**src/rtl/bu_ntt.sv**
```systemverilog
// bu_ntt: 8-stage forward NTT butterfly mod Q with Barrett reduction.
// Define BU_NTT_INTT_EN to add a per-butterfly mode port for inverse (Gentleman-Sande) butterflies.
module bu_ntt #(
    parameter int WIDTH = 16,
    parameter int Q     = 3329
) (
    input  logic             clk,
    input  logic             rst,
    input  logic             en,
    input  logic             in_valid,
    input  logic [WIDTH-1:0] A_In,
    input  logic [WIDTH-1:0] B_In,
    input  logic [WIDTH-1:0] W_In,
`ifdef BU_NTT_INTT_EN
    input  logic             mode,
`endif
    output logic             out_valid,
    output logic [WIDTH-1:0] A_Out,
    output logic [WIDTH-1:0] B_Out
);
    localparam int K = 24;
    localparam logic [WIDTH-1:0] QW = WIDTH'(Q);
    localparam logic [WIDTH:0]   QX = (WIDTH+1)'(Q);
    localparam logic [WIDTH-1:0] MU = WIDTH'((2**K) / Q);
    logic             mode_in;
    logic [7:1]       v_d;
    logic [6:1]       m_d;
    logic [WIDTH-1:0] a_d [1:6];
    logic [WIDTH-1:0] s_d [2:6];
    logic [WIDTH-1:0] b1, w1, x2, w2, qe4, r5, t6, a7, b7;
    logic [2*WIDTH-1:0] p3, p4, qq;
    logic [3*WIDTH-1:0] pm;
    logic [WIDTH:0]   s_full, sum_full;
    logic [WIDTH-1:0] x_c, s_c, ao_c, bo_c;
`ifdef BU_NTT_INTT_EN
    assign mode_in = mode;
`else
    assign mode_in = 1'b0;
`endif
    // Inverse mode multiplies (B-A) by the twiddle; forward multiplies B directly.
    always_comb begin
        x_c      = m_d[1] ? (b1 >= a_d[1] ? b1 - a_d[1] : b1 + QW - a_d[1]) : b1;
        s_full   = {1'b0, a_d[1]} + {1'b0, b1};
        s_c      = s_full >= QX ? WIDTH'(s_full - QX) : s_full[WIDTH-1:0];
        pm       = {{WIDTH{1'b0}}, p3} * {{2*WIDTH{1'b0}}, MU};
        qq       = {{WIDTH{1'b0}}, qe4} * {{WIDTH{1'b0}}, QW};
        sum_full = {1'b0, a_d[6]} + {1'b0, t6};
        ao_c     = m_d[6] ? s_d[6] : (sum_full >= QX ? WIDTH'(sum_full - QX) : sum_full[WIDTH-1:0]);
        bo_c     = m_d[6] ? t6 : (a_d[6] >= t6 ? a_d[6] - t6 : a_d[6] + QW - t6);
    end
    always_ff @(posedge clk) begin
        if (rst) begin
            v_d       <= '0;
            m_d       <= '0;
            for (int i = 1; i <= 6; i++) a_d[i] <= '0;
            for (int i = 2; i <= 6; i++) s_d[i] <= '0;
            b1        <= '0;
            w1        <= '0;
            x2        <= '0;
            w2        <= '0;
            p3        <= '0;
            p4        <= '0;
            qe4       <= '0;
            r5        <= '0;
            t6        <= '0;
            a7        <= '0;
            b7        <= '0;
            out_valid <= 1'b0;
            A_Out     <= '0;
            B_Out     <= '0;
        end else if (en) begin
            v_d       <= {v_d[6:1], in_valid};
            m_d       <= {m_d[5:1], mode_in};
            a_d[1]    <= A_In;
            for (int i = 2; i <= 6; i++) a_d[i] <= a_d[i-1];
            s_d[2]    <= s_c;
            for (int i = 3; i <= 6; i++) s_d[i] <= s_d[i-1];
            b1        <= B_In;
            w1        <= W_In;
            x2        <= x_c;
            w2        <= w1;
            p3        <= {{WIDTH{1'b0}}, x2} * {{WIDTH{1'b0}}, w2};
            p4        <= p3;
            // Barrett quotient estimate is at most one short, so a single subtract of Q finishes it.
            qe4       <= pm[K+WIDTH-1:K];
            r5        <= WIDTH'(p4 - qq);
            t6        <= r5 >= QW ? r5 - QW : r5;
            a7        <= ao_c;
            b7        <= bo_c;
            out_valid <= v_d[7];
            A_Out     <= a7;
            B_Out     <= b7;
        end
    end
endmodule
```
**config.mk**
```make
export PLATFORM = sky130hd
export DESIGN_NAME = bu_ntt
export DESIGN_NICKNAME = d
export VERILOG_FILES = /design/src/rtl/bu_ntt.sv
export SDC_FILE = /design/constraint.sdc
export NUM_CORES = 2
export LEC_CHECK = 0
export ABC_AREA = 1
export CORE_ASPECT_RATIO = 0.75
export CORE_MARGIN = 2
export CORE_UTILIZATION = 50
export DETAILED_ROUTE_END_ITERATION = 12
export GPL_ROUTABILITY_DRIVEN = 0
export PLACE_DENSITY = 0.76
export SLEW_MARGIN = 20
export SYNTH_ARGS = -nofsm -noshare
export SYNTH_HDL_FRONTEND = slang
export SYNTH_SLANG_ARGS = --single-unit
```
**constraint.sdc**
```tcl
create_clock -name clk -period 8 [get_ports clk]
set_clock_uncertainty 0.2 [all_clocks]
set_input_delay 1.6 -clock clk [delete_from_list [all_inputs] [get_ports clk]]
set_output_delay 1.6 -clock clk [all_outputs]
set_load 0.01 [all_outputs]
```
# == Yosys cells after proc, flatten, opt, wreduce, memory -nomap -nowiden ==
# Memories as Yosys holds them, arrays and structs flattened.
# Cells that the tools add are included.
# Widths: inputs -> output; s select.
# op_classes
n_addsub,7
mul,3
div_mod_pow,0
order_cmp,3
eq_ne,0
shifts,0
n_mux,14
n_bitwise,6
reduce_logical,0
# ops
operator,count
$mux 16,9
$sub 16x16->16,3
$mul 32x13->40 const B,1
$mul 16x16->32,1
$sub 16x12->16 const B,2
$add 16x16->17,1
$ge 17x12->1 const B,1
$add 16x12->16 const B,1
$ge 16x12->1 const B,1
$ge 16x16->1,1
$mul 16x12->16 const B,1
$or 1x1->1,6
$mux 1,5
# totals
ff_bits,232
latchBits,0
ram_bits,96
romBits,0
in_bits,52
mem_count,1
# mem_list
memory,words,width,read_ports,rd_clocked_by_memory_dff,wr,line,text
a_d,6,16,6,0,6,28,logic [WIDTH-1:0] a_d [1:6];

# == Logic depth before layout (Yosys ltp) ==
# depth
word_depth,4
depth_mapped,31

# == Least setup slack after synthesis ==
# OpenSTA, ideal clock, no wires.
# synth_timing
path_kind,register to register
from,reg x2[12]
to,reg p3[28]
arrival_time_ps,5534
slack_ps,2145
path_stages_with_launch,23
n_path_buf,2
synth_period_minus_slack_ps,5855
cell_sequence,dfxtp_1 -> clkbuf_1 -> clkbuf_1 -> nand2_1 -> fa_1 -> fa_1 -> fa_1 -> inv_1 -> fa_1 -> fa_1 -> inv_1 -> fa_1 -> inv_1 -> ha_1 -> nand2_1 -> nor2_1 -> inv_1 -> o21bai_1 -> a21oi_1 -> o21ai_0 -> nand2_1 -> a21oi_1 -> o21ai_0
# synth_between
elab_chain_len,1
# synth_lines
element,line,text
from (decl),30,"logic [WIDTH-1:0] b1, w1, x2, w2, qe4, r5, t6, a7, b7;"
from (signal assigned),59,x2 <= '0;
from (signal assigned),80,x2 <= x_c;
$mul 16x16->32,82,"p3 <= {{WIDTH{1'b0}}, x2} * {{WIDTH{1'b0}}, w2};"
to (signal assigned),82,
to (decl),31,"logic [2*WIDTH-1:0] p3, p4, qq;"
# Every way passes these cells.
# A chain may end at the register's enable or synchronous reset.

# == Worst setup path in the final report ==
# Same ends and word-level chain as after synthesis.

==> reports/results.ini <==
[global_routing]
grt_pass1_wl_um = 130000
antenna_found_initial = 4
grt_use_total_pct = 24.0
grt_pass1_vias = 24612
grt-ovfl-total = 0
grt_start_max_net_pins = 176

[drt]
drc = 0
wl_per_cell_um = 16.0
ant_nets = 0
drt-initial-drc-count = 2260
dr.pass1.iters = 6
vias = 25568
routed_wirelength_um = 78600
vias_per_cell = 5.20

[critical_path]
r2r_cells = 21
crit_path_end_kind = flip-flop
r2r_end = p3[28]$_SDFFE_PP0P_
path_max_fanout = 17
worstPathArrival_ns = 6.91
crit_chain = nand2_1 -> fa_1 -> fa_1 -> fa_1 -> inv_1 -> fa_1 -> fa_1 -> inv_1 -> fa_1 -> inv_1 -> ha_1 -> nand2_1 -> nor2_1 -> inv_1 -> o21bai_1 -> a21oi_1 -> o21ai_0 -> nand2_1 -> nand3_1 -> nand2_1 -> o21ai_0
cp_common_cell = fa_1
crit_buf_inv = 4
cpPeakStageDelay_ns = 0.79
critical-path-top-delay-family = adder cells
reg2reg_from = x2[12]$_SDFFE_PP0P_
critPathLaunchType = flip-flop
cp_slowest_cell = dfxtp_1
cp.required_ns = 8.29
crit_type = flip-flop to flip-flop
rrSetupSlack_ns = 1.38

[status]
status = finished, final reports clean

[cells_and_area]
layout_commonest_cell = inv_1
finalNonFillerCells = 4913
nets = 4806
layout-drive-gt1-share_pct = 2.74
syn_to_final_growth_pct = 8.34
final_cell_mix = inv_1, nand2_1, fa_1
final_area_mm2 = 0.0352

[hold_path]
min_from = b1[13]$_SDFFE_PP0P_
min_path_type = flip-flop to flip-flop
holdPathEnd = x2[13]$_SDFFE_PP0P_
whs_path_depth = 2

[cts]
cts.sinks = 328
ctsResizeCount = 0
htree_levels = 2
cts_buffers = 37
clock-root-buffer = clkbuf_16
cts_max_path_buffers = 3
hold_buffers = 0
cts_tree = yes
cts.clk_slew.worst_paths_ns = 0.07
clock_latency_ns = 0.59
post_cts_buffers = 0

[synth]
synth.distinct_cells = 52
synth-edff-count = 96
avgSynthCellArea_um2 = 8.06
syn_area_mm2 = 0.0325
synth-main-ff-cell = dfxtp_1
async_flop_share_pct = 0
yosysWarningCount = 0
ys_ff_latch = 328
synth_fp_nets = 4814
seq_area_frac_synth_pct = 23.2
synth_cells = 4030

[timing]
period_needed_ns = 6.62
setup_viol = 0
timing_hold_violations_final = 0
timing.fmax_ghz = 0.151
slew_violations = 0
worst_slew_pin_slew_ns = 1.16
grt_setup_unrepaired = false
setup-tns-final_ns = 0
maxSlewHeadroom_pct = 22.6
post-route-period-util_pct = 82.8

[power]
p_total_uw = 6010
power_density_mw_per_mm2 = 171
p_leak_uw = 0.0182
vdd_drop_max_mv = 0.163

[die]
fp.dieH_um = 225
fp.dieW_um = 298
rows = 80
dieArea_mm2 = 0.0670
io_pins = 85
initial_core_util_pct = 50.8
core_area_mm2 = 0.0640

[placement]
io_buffers = 84
dpl_cell_area_mm2 = 0.0339
dp.cells = 4844
hpwlAfterDp_um = 63000

[flow_run]
maxCapViolCount = 0

==> registers in the layout, summed over array words and instances, names as in the netlist <==
register and count:
B_Out 16, p3 32, a7 16, A_Out 16
b7 16, p4 16, r5 16, v_d 7
w2 16, x2 16, t6 16, qe4 16
a_d 96, w1 16, out_valid 1, b1 16
==> synth_stat cells (4+ instances only) <==
library cell / n / area (um^2)
inv_1: 997 / 3740
nand2_1: 775 / 2910
fa_1: 395 / 7910
ha_1: 337 / 4220
o21ai_0: 248 / 1240
nor2_1: 245 / 920
dfxtp_1: 232 / 4640
a21oi_1: 161 / 806
clkbuf_1: 118 / 443
nand3_1: 103 / 515
edfxtp_1: 96 / 2880
o22ai_1: 50 / 313
nor3_1: 24 / 120
nand4_1: 21 / 131
xnor2_1: 19 / 166
xor2_1: 19 / 166
a31oi_1: 18 / 113
a22o_1: 17 / 149
o21bai_1: 16 / 120
a21o_1: 13 / 97.6
inv_2: 12 / 45.0
nand2_2: 10 / 62.6
nor2_2: 9 / 56.3
a21boi_0: 8 / 60.1
o211ai_1: 7 / 52.6
o21ai_1: 7 / 35.0
a211oi_1: 6 / 45.0
buf_1: 6 / 22.5
buf_2: 6 / 30.0
nor4_1: 6 / 37.5
and2_1: 4 / 25.0
buf_4: 4 / 30.0
buf_6: 4 / 45.0
o2111ai_1: 4 / 35.0
o21a_1: 4 / 30.0
==> routing by layer <==
layer	part of all wire (%)	routed length, um	up-vias	track usage, %
met1	47	37000	12126	36.6
met5	0.017	13	-	0
met2	41	32200	1022	34.1
li1	-	-	12325	-
met3	10	8040	93	6.41
met4	1.7	1330	2	4.65
==> worst max-delay path by stage <==
stage / from / endpoint / slack [ns] / cells past startpoint
global route: x2[12]$_SDFFE_PP0P_ / p3[28]$_SDFFE_PP0P_ / 1.04 / 21
floorplan: x2[12]$_SDFFE_PP0P_ / p3[28]$_SDFFE_PP0P_ / 2.14 / 22
global placement: w2[7]$_SDFFE_PP0P_ / p3[28]$_SDFFE_PP0P_ / 1.72 / 21
detailed placement: w2[8]$_SDFFE_PP0P_ / p3[28]$_SDFFE_PP0P_ / 1.59 / 21
CTS: w2[8]$_SDFFE_PP0P_ / p3[28]$_SDFFE_PP0P_ / 1.51 / 21
finish: x2[12]$_SDFFE_PP0P_ / p3[28]$_SDFFE_PP0P_ / 1.38 / 21
==> layout make-up <==
class                      count  area (um^2)
clock inverter                19          249
timing repair buffer          91          913
sequential                   328         7530
tap                          861         1080
multi-input combinational   2553        20600
inverter                    1011         3810
antenna                        2         5.00
fill                        5722        28800
clock buffer                  48         1010
==> tightest hold or removal path: stages, from the launching register on <==
cell and delay (ns):
dfxtp_1 0.30, inv_1 0.05, o21ai_0 0.07
==> power breakdown <==
part / switching, uW / internal (uW)
clock network: 781 / 1010
registers: 151 / 1910
logic: 1410 / 752
==> kinds of logic (layout without fill, tap and decap cells) <==
kind of cell | after synthesis | in the layout | share of synthesized area (%)
buffers and inverters | 1149 | 1169 | 13.4
adders and majority gates | 732 | 732 | 37.3
other | 0 | 2 | 0
xor gates and xnor gates | 38 | 38 | 1.03
AOI/OAI and AO/OA | 572 | 572 | 9.92
DFF | 328 | 328 | 23.2
and+or+nand+nor | 1211 | 1211 | 15.1
==> through the flow <==
step | hold slack (ns) | util, % | worst slack (ns)
CTS | 0.245 | 55.0 | 1.51
global route | 0.274 | 55.0 | 1.04
detailed placement | 0.243 | 53.0 | 1.59
finish | 0.240 | 55.0 | 1.38
global placement | 0.238 | 53.0 | 1.72
floorplan | 0.219 | - | 2.14
Note: power is estimated with default switching activity, not from simulation.
